`src/rtl/prga_pkg.sv`:
```
// prga_pkg: state encoding and timing constants for the RC4 keystream/decrypt engine.
package prga_pkg;

    typedef enum logic [3:0] {
        IDLE,
        LEN_RD,
        LEN_WR,
        RD_I,
        RD_J,
        WR_I,
        WR_J,
        RD_PAD,
        WR_PT
    } state_e;

    localparam int CYCLES_PER_BYTE = 6;
    localparam int LEN_OVERHEAD    = 2;

endpackage

```
`src/rtl/prga.sv`:
```
// prga: RC4 pseudo-random generation; permutes S in s_mem and decrypts a
// length-prefixed ciphertext memory into the plaintext memory.
module prga
    import prga_pkg::*;
#(
    parameter int MSG_AW = 8
) (
    input  logic              clk,
    input  logic              rst_n,
    input  logic              en,
    output logic              rdy,
    output logic [7:0]        s_addr,
    input  logic [7:0]        s_rddata,
    output logic [7:0]        s_wrdata,
    output logic              s_wren,
    output logic [MSG_AW-1:0] ct_addr,
    input  logic [7:0]        ct_rddata,
    output logic [MSG_AW-1:0] pt_addr,
    output logic [7:0]        pt_wrdata,
    output logic              pt_wren
);

    state_e            state_q, state_d;
    logic [7:0]        i_q, i_d, j_q, j_d, si_q, si_d, sj_q, sj_d;
    logic [MSG_AW-1:0] k_q, k_d, l_q, l_d;

    always_ff @(posedge clk or negedge rst_n) begin
        if (!rst_n) begin
            state_q <= IDLE;
            i_q     <= '0;
            j_q     <= '0;
            si_q    <= '0;
            sj_q    <= '0;
            k_q     <= '0;
            l_q     <= '0;
        end else begin
            state_q <= state_d;
            i_q     <= i_d;
            j_q     <= j_d;
            si_q    <= si_d;
            sj_q    <= sj_d;
            k_q     <= k_d;
            l_q     <= l_d;
        end
    end

    // Outputs are decoded from the current state so an async reset clears them in the same cycle.
    always_comb begin
        state_d   = state_q;
        i_d       = i_q;
        j_d       = j_q;
        si_d      = si_q;
        sj_d      = sj_q;
        k_d       = k_q;
        l_d       = l_q;
        rdy       = 1'b0;
        s_addr    = '0;
        s_wrdata  = '0;
        s_wren    = 1'b0;
        ct_addr   = '0;
        pt_addr   = '0;
        pt_wrdata = '0;
        pt_wren   = 1'b0;
        case (state_q)
            IDLE: begin
                rdy = 1'b1;
                if (en) begin
                    i_d     = '0;
                    j_d     = '0;
                    k_d     = MSG_AW'(1);
                    state_d = LEN_RD;
                end
            end
            LEN_RD: state_d = LEN_WR;
            LEN_WR: begin
                l_d       = MSG_AW'(ct_rddata);
                pt_wrdata = ct_rddata;
                pt_wren   = 1'b1;
                state_d   = (ct_rddata == 8'd0) ? IDLE : RD_I;
            end
            RD_I: begin
                i_d     = i_q + 8'd1;
                s_addr  = i_q + 8'd1;
                state_d = RD_J;
            end
            RD_J: begin
                si_d    = s_rddata;
                j_d     = j_q + s_rddata;
                s_addr  = j_q + s_rddata;
                state_d = WR_I;
            end
            WR_I: begin
                sj_d     = s_rddata;
                s_addr   = i_q;
                s_wrdata = s_rddata;
                s_wren   = 1'b1;
                state_d  = WR_J;
            end
            WR_J: begin
                s_addr   = j_q;
                s_wrdata = si_q;
                s_wren   = 1'b1;
                state_d  = RD_PAD;
            end
            RD_PAD: begin
                s_addr  = si_q + sj_q;
                ct_addr = k_q;
                state_d = WR_PT;
            end
            WR_PT: begin
                pt_addr   = k_q;
                pt_wrdata = s_rddata ^ ct_rddata;
                pt_wren   = 1'b1;
                k_d       = (k_q == l_q) ? k_q : k_q + MSG_AW'(1);
                state_d   = (k_q == l_q) ? IDLE : RD_I;
            end
            default: state_d = IDLE;
        endcase
    end

endmodule

```
`config.mk`:
```
export PLATFORM = sky130hd
export DESIGN_NAME = prga
export DESIGN_NICKNAME = d
export VERILOG_FILES = /design/src/rtl/prga_pkg.sv /design/src/rtl/prga.sv
export SDC_FILE = /design/constraint.sdc
export NUM_CORES = 1
export LEC_CHECK = 0
export ABC_CLOCK_PERIOD_IN_PS = 3700
export CAP_MARGIN = 10
export CORE_ASPECT_RATIO = 0.8
export CORE_MARGIN = 10
export CORE_UTILIZATION = 49
export DETAILED_ROUTE_END_ITERATION = 12
export PLACE_DENSITY = 0.88
export SLEW_MARGIN = 20
export SYNTH_ARGS = -nofsm -noshare
export SYNTH_HDL_FRONTEND = slang
export SYNTH_SLANG_ARGS = --single-unit
```
`constraint.sdc`:
```
create_clock -name clk -period 3.7 [get_ports clk]
set_clock_uncertainty 0.05 [all_clocks]
set_input_delay 1.11 -clock clk [delete_from_list [all_inputs] [get_ports clk]]
set_output_delay 1.11 -clock clk [all_outputs]
set_load 0.01 [all_outputs]
```
==> summary.txt, run 1 <==
Status
  – Status: complete, but fails checks
  – Violations in the final reports: setup timing

Synthesis
  – Top post-synthesis cells by area: dfrtp_1, nand2_1, ha_1, o21ai_0, xor2_1
  – Count leader, synth: nand2_1
  – List of most frequent post-synthesis cells: nand2_1, dfrtp_1, nor2_1
  – Yosys cell types: 55
  – Dominant cell type by area after synthesis: dfrtp_1
  – Post-Synthesis Cells: around 440
  – Seq/Total Area, Yosys: a little over a third
  – Post-synth top area share: between 30% and 40%
  – Async SR Flop Fraction: between 90% and 100%
  – Post-Syn Area: approximately 3600 um^2
  – Mean post-synth cell area: approximately 8.3 um^2
  – Ys flop type: dfrtp_1
  – Post-synth EDFFs: 0
  – Synthesized Nets: around 470
  – #FFs+latches synth: 52
  – Yosys warns: 0

Drt
  – Initial DRC Count: around 420
  – DR pass1 iterations: 5
  – Total Routed Length: 12.3 mm
  – Routed Antenna Nets: 0
  – Drt drc: 0
  – DR vias/cell: roughly 5.9
  – WL/cell: 19.5 um
  – Via Count: ~3.7k

Global routing
  – GRT overflow: 0
  – Number of global-route vias before repair: about 3.7k
  – First-pass GRT wire length: roughly 19 mm
  – Initial antenna violation count: 0
  – Tot GR Track Use: between 20% and 30%
  – Largest net degree at the start of global routing: 32

Power
  – Worst ir drop on vdd: roughly 0.41 mV
  – PD cells: around 780 nW/um^2
  – LEAKAGE: approximately 0.0023 uW

Clocking
  – TritonCTS buffer count: 5
  – Root Driver: clkbuf_8
  – Clock Tree Buf Depth: 2
  – Clock transition at path regs: 90 ps
  – CTS tree: done
  – Clk_lat worst skew: 330 ps
  – CTS sink count: 52
  – Hold buffers post-CTS: 0
  – H-tree depth: 2

Setup path
  – WS Path Type: input port to output port
  – CP peak stage delay: between 300 and 400 ps
  – Startpoint Class: input port
  – Max Fanout on Critical Path: 2
  – Buffers plus inverters on the worst setup path: 3
  – Worst path cell trace: buf_8 > ha_4 > inv_2 > fa_2 > nor2b_1 > o21ai_2 > a21oi_2 > nor4_2 > a311oi_2 > o311ai_2 > buf_2
  – Reg-to-reg slack, setup: between 1000 and 1500 ps
  – Worst setup EP type: output port
  – CP delay by family, top: compound AO/OA/AOI/OAI gates
  – Slowest-stage cell, CP: fa_2
  – WP data arrival: roughly 2800 ps
  – Worst EP required: approximately 2500 ps

STA
  – Slew Limit Fails: 0
  – FMAX: around 0.25 GHz
  – Final TNS setup: -618 ps
  – Fin crit share: 107%
  – Period minus WS final: ~3900 ps
  – RSZ-0062 raised after global routing: true
  – Final Hold Viols: 0
  – Worst setup margin: -244 ps
  – Worst slew margin: between 60% and 70%
  – Worst slew pin tran: 537 ps
  – # setup viols final: 5

Final layout
  – Util after Layout: a little over two thirds
  – # fillers: 485
  – ANT cells: 0
  – Nets: a little under 600
  – Layout Cells excl Fill: around 630
  – Syn-to-layout area delta: 36.0%
  – Layout cell share with drive strength beyond 1: between 20% and 30%
  – Final cell area excluding filler cells: between 4000 and 5000 um^2

Placed design
  – Placer Congestion: around 0.95
  – Placed Cells: just over 600
  – Detailed placement HPWL: around 8.5 mm
  – Port Buf Inserts: 61
  – Post-Place Cell Area: about 4600 um^2

Floorplan
  – Die Width: roughly 120 um
  – Initial cell density of the core: between 50% and 60%
  – Core area: about 7000 um^2
  – Site row count: 27
  – Die Area: roughly 11,000 um^2
  – IO Count: 62
  – Die Y: just under 100 um

Hold path
  – Worst min path class: flop to flop

Job
  – Max-cap violation count: 0
## per-stage QoR
step	hold slack, ps	power (uW)	setup WS, ps
after CTS	449	3680	-229
after floorplan	400	2320	-29.6
final	443	3820	-244
after global placement	415	3080	-1110
after detailed placement	424	3170	-1210
after global routing	467	4050	-294
## layout by cell type (no fill, tap or decap), types with 3 or more instances in the layout
| cell | netlist | routed |
|---|---|---|
| a21oi_1 | 22 | 20 |
| a22oi_1 | 6 | 6 |
| and2_1 | 16 | 16 |
| and3_1 | 7 | 7 |
| buf_2 | 9 | 6 |
| buf_4 | 2 | 57 |
| clkbuf_8 | 0 | 5 |
| clkdlybuf4s50_1 | 0 | 44 |
| dfrtp_1 | 52 | 49 |
| dfrtp_2 | 0 | 3 |
| dlygate4sd2_1 | 0 | 3 |
| ha_1 | 16 | 9 |
| ha_4 | 0 | 7 |
| inv_1 | 11 | 9 |
| mux2_2 | 9 | 9 |
| nand2_1 | 108 | 106 |
| nand2b_1 | 5 | 5 |
| nand3_1 | 7 | 6 |
| nand3b_1 | 4 | 4 |
| nand4_1 | 4 | 4 |
| nor2_1 | 33 | 33 |
| nor2_2 | 3 | 3 |
| nor2b_1 | 7 | 7 |
| nor3_2 | 2 | 3 |
| nor4_2 | 2 | 3 |
| o211ai_1 | 3 | 3 |
| o21ai_0 | 31 | 28 |
| o21ai_1 | 6 | 7 |
| xnor2_1 | 13 | 13 |
| xor2_1 | 16 | 16 |
## where the power goes
group | switching, uW | leakage, uW | internal [uW]
combinational | 1240 | 0.00158 | 1110
sequential | 261 | 0.000656 | 784
clock | 216 | 0.0000541 | 201
total | 1720 | 0.00229 | 2100
## worst min-delay path, delay by kind of cell, from the launching register on
kind / cells / cell delay [ps]
flops: 1 / 350
simple gates: 2 / 110
## repair_timing
item	CTS	global route
pin swaps	16	6
endpoints found under the hold margin	0	0
setup endpoints to repair	16	17
setup buffers	8	6
gates resized for setup	77	5
## routing by layer
metal	up-vias	share of wire [%]	GRT usage, %
met5	-	0	0
met4	0	3.0	8.01
met3	35	9.0	6.04
met2	207	48	33.0
met1	1798	40	26.9
li1	1698	-	-
## final timing paths
path,start,to,cells after the start
max,s_rddata[0],s_addr[6],11
min,sj_q[0],sj_q[0],2
max reg2reg,j_q[5],j_q[7],9
min reg2reg,sj_q[0],sj_q[0],2
max in group asynchronous,rst_n,state_q[0],2
min in group asynchronous,rst_n,j_q[4],1
## kinds of logic (layout without fill, tap and decap cells)
kind of cell / after synthesis / count (layout) / share of synthesized area, %
buffers and inverters: 28 / 136 / 3.88
multiplexers: 11 / 11 / 3.40
XOR/XNOR: 29 / 29 / 7.03
flip-flops: 52 / 52 / 36.0
AND/OR/NAND/NOR: 217 / 217 / 29.9
adder cells (fa/ha/maj): 18 / 18 / 6.65
AO/OA/AOI/OAI: 81 / 81 / 13.1
## state kept, by name (all words and copies together), names as in the netlist
| register | count |
|---|---|
| i_q | 8 |
| j_q | 8 |
| k_q | 8 |
| l_q | 8 |
| si_q | 8 |
| sj_q | 8 |
| state_q | 4 |
## area by class of cell
class | instances | area (um^2) | share of cell area [%]
Inverter | 11 | 41.3 | 0.841
Clock buffer | 5 | 68.8 | 1.40
Clock inverter | 3 | 42.5 | 0.866
Sequential cell | 52 | 1310 | 26.6
Tap cell | 87 | 109 | 2.22
Multi-Input combinational cell | 356 | 2330 | 47.4
Timing Repair Buffer | 117 | 1020 | 20.7
(Power assumes the default switching activity.)
==> run 2, diff against run 1 <==
--- a/config.mk
+++ b/config.mk
@@ -5,13 +5,13 @@
 export SDC_FILE = /design/constraint.sdc
 export NUM_CORES = 1
 export LEC_CHECK = 0
-export ABC_CLOCK_PERIOD_IN_PS = 3700
+export ABC_CLOCK_PERIOD_IN_PS = 4100
 export CAP_MARGIN = 10
 export CORE_ASPECT_RATIO = 0.8
 export CORE_MARGIN = 10
-export CORE_UTILIZATION = 49
+export CORE_UTILIZATION = 54
 export DETAILED_ROUTE_END_ITERATION = 12
-export PLACE_DENSITY = 0.88
+export PLACE_DENSITY = 0.91
 export SLEW_MARGIN = 20
 export SYNTH_ARGS = -nofsm -noshare
 export SYNTH_HDL_FRONTEND = slang
==> constraint.sdc (replaced) <==
create_clock -name clk -period 4.1 [get_ports clk]
set_clock_uncertainty 0.05 [all_clocks]
set_input_delay 1.23 -clock clk [delete_from_list [all_inputs] [get_ports clk]]
set_output_delay 1.23 -clock clk [all_outputs]
set_load 0.01 [all_outputs]
==> run 2 against run 1 <==
Compared with the run above:
- the run still ends with setup timing left
- clock power down 4%
- cell count decreased by 2.5%
- core utilization increased by 5.5 points
- critical path type unchanged
- critical endpoint is now s_addr[7]
- largest cell class unchanged
==> summary.txt, run 2 (synthesis results as in run 1) <==
Clocking
  – TritonCTS buffer count: 5 (unchanged)
  – Clock transition at path regs: 100 ps (about the same)
  – Clock Tree Buf Depth: 2 (unchanged)
  – CTS sink count: 52 (unchanged)
  – Clk_lat worst skew: 320 ps (about the same)
  – Hold buffers post-CTS: 0 (unchanged)
  – H-tree depth: 2 (unchanged)
  – Root Driver: clkbuf_8
  – CTS tree: done

Power
  – Net Sw Frac: 47.4% (+2.3 points)
  – LEAKAGE: 0.00226 uW (-1.5%)
  – Sw power: 1710 uW (-0.86%)
  – P_int: 1900 uW (-9.7%)
  – PD cells: 742 nW/um^2 (-4.6%)
  – Clock Power Share: 11.1% (+0.2 points)
  – Worst ir drop on vdd: 0.322 mV (-21%)
  – Logic gate share of total power: 61.7% (about the same)
  – Reg power frac: 27.2% (-0.2 points)

Global routing
  – GRT overflow: 0 (unchanged)
  – Met2 GRT Util: 40.8% (+7.9 points)
  – Global route hottest layer: met2
  – Initial antenna violation count: 0 (unchanged)
  – Tot GR Track Use: 24.3% (+3.1 points)
  – First-pass GRT wire length: 20.8 mm (+8.7%)
  – Number of global-route vias before repair: 3,967 (+7.0%)
  – Largest net degree at the start of global routing: 29 (-9.4%)
  – M3 GR Usage: 5.43% (-0.61 points)
  – Met1 Use GR: 28.0% (+1.1 points)

Floorplan
  – Site row count: 26 (-3.7%)
  – Initial cell density of the core: 56.1% (+4.7 points)
  – Die Width: 111 um (-3.9%)
  – Core area: 6440 um^2 (-8.3%)
  – Die Area: 10,400 um^2 (-7.5%)
  – IO Count: 62 (unchanged)
  – Die Y: 93.1 um (-3.8%)

Placed design
  – Port Buf Inserts: 61 (unchanged)
  – Placer Congestion: 0.950 (+0.30%)
  – Post-Place Cell Area: 4460 um^2 (-2.5%)
  – Pre-CTS WS: -1090 ps (+115 ps)
  – Detailed placement HPWL: 8.28 mm (-2.0%)

Setup path
  – Worst r2r path cells: 9 (unchanged)
  – Reg-to-reg slack, setup: 1900 ps (+430 ps)
  – Worst R2R End: j_q[7]
  – Max Fanout on Critical Path: 2 (unchanged)
  – Startpoint Class: input port
  – Worst setup EP type: output port
  – Worst path cell trace: buf_8 > buf_6 > ha_4 > a211oi_4 > nor3_4 > mux2i_1 > nand2_1 > xnor2_2 > o211ai_1 > buf_2
  – WP data arrival: 2990 ps (+210 ps)
  – Slowest-stage cell, CP: a211oi_4
  – Worst EP required: 2820 ps (+280 ps)
  – Buffers plus inverters on the worst setup path: 3 (unchanged)
  – CP delay by family, top: compound AO/OA/AOI/OAI gates
  – CP peak stage delay: 330 ps (about the same)
  – R2r startpoint: j_q[0]
  – WS Path Type: input port to output port

STA
  – RSZ-0062 raised after global routing: true
  – Slew Limit Fails: 0 (unchanged)
  – Final Hold Viols: 0 (unchanged)
  – Worst slew pin tran: 642 ps (+105 ps)
  – Fin crit share: 104%
  – # setup viols final: 4 (-1)
  – Worst hold margin: 460 ps (+16.7 ps)
  – Worst slew margin: 56.7% (-7.5 points)
  – Final TNS setup: -352 ps (+265 ps)
  – Period minus WS final: approximately 4300 ps
  – FMAX: between 0.2 and 0.25 GHz
  – Worst setup margin: -166 ps (+77.7 ps)

Job
  – Max-cap violation count: 0 (unchanged)

Final layout
  – Layout cell share with drive strength beyond 1: 21.8% (-1.5 points)
  – # fillers: 378 (-22%)
  – Nets: 567 (-2.2%)
  – Syn-to-layout area delta: 34.4%
  – Leading cell type in the layout, fill and taps excluded: nand2_1
  – ANT cells: 0 (unchanged)
  – Final cell area excluding filler cells: 4850 um^2 (-1.2%)
  – Most frequent cells in the layout: nand2_1, dfrtp_1, clkdlybuf4s50_1
  – Util after Layout: 75.3% (+5.5 points)

Drt
  – Via Count: 4,065 (+8.7%)
  – Routed Antenna Nets: 0 (unchanged)
  – Total Routed Length: 13.9 mm (+13%)
  – DR pass1 iterations: 6 (+1)
  – DR vias/cell: 6.61 (+12%)
  – Drt drc: 0 (unchanged)
  – WL/cell: 22.7 um (+16%)
  – Initial DRC Count: 596 (+42%)

Hold path
  – Min-Delay Endpoint: sj_q[5]
  – Worst min path class: flop to flop
  – Min-delay src: sj_q[5]
  – Hold path depth: 2 (unchanged)

Status
  – Violations in the final reports: setup timing
  – Status: complete, but fails checks
run 2: cell types whose count changed in the layout (fill, tap and decap cells not counted), moves of 2 or more:
| cell | change |
|---|---|
| dfrtp_2 | -2 |
| dfrtp_1 | +2 |
| clkbuf_2 | +2 |
| buf_4 | -15 |
| clkbuf_8 | +2 |
run 2: worst reg2reg max path, cell delays in order, from the launching register on:
cell,delay [ps]
dfrtp_1,450
ha_4,190
buf_4,150
a211oi_4,350
nor3_4,60
mux2i_1,140
buf_4,140
a21oi_1,210
nor2_1,90
mux2_2,270
run 2: worst max path at each step:
stage                 from         to  depth (start not counted)
2_1_floorplan  s_rddata[0]  s_addr[6]                          9
3_3_place_gp   s_rddata[0]  s_addr[6]                         11
3_5_place_dp   s_rddata[0]  s_addr[6]                         11
4_1_cts        s_rddata[0]  s_addr[6]                         11
5_1_grt        s_rddata[0]  s_addr[6]                         11
6_report       s_rddata[1]  s_addr[7]                         10
run 2: metrics by stage:
stage          power (uW)  std cells
6_report             3600        615
5_1_grt              3740        615
4_1_cts              3270        611
3_5_place_dp         2760        596
3_3_place_gp         2670        596
2_1_floorplan        2080        436
run 2: layout make-up:
cell class / count / area [um^2] / share of cell area [%]
Tap cell: 84 / 105 / 2.17
Sequential cell: 52 / 1300 / 26.8
Clock buffer: 7 / 96.3 / 1.99
Clock inverter: 1 / 30.0 / 0.619
Multi-Input combinational cell: 356 / 2380 / 49.0
Timing Repair Buffer: 104 / 902 / 18.6
Inverter: 11 / 41.3 / 0.851
run 2: power by group through the flow:
stage	sequential, uW	combinational (uW)	clock (uW)
final	981	2220	399
after global placement	929	1740	0
after detailed placement	944	1810	0
after floorplan	829	1250	0
after global routing	995	2330	412
after CTS	950	1930	392
run 2: what timing repair did:
item                                    CTS  global route
resized for setup                        71            22
buffers inserted                          9             5
endpoints found under the setup margin    7             9
pin swaps                                17            14
run 2: metal layers:
layer	vias up	part of all wire (%)
met1	1886	35
li1	1669	-
met3	109	13
met4	0	7.0
met2	401	45
met5	-	0
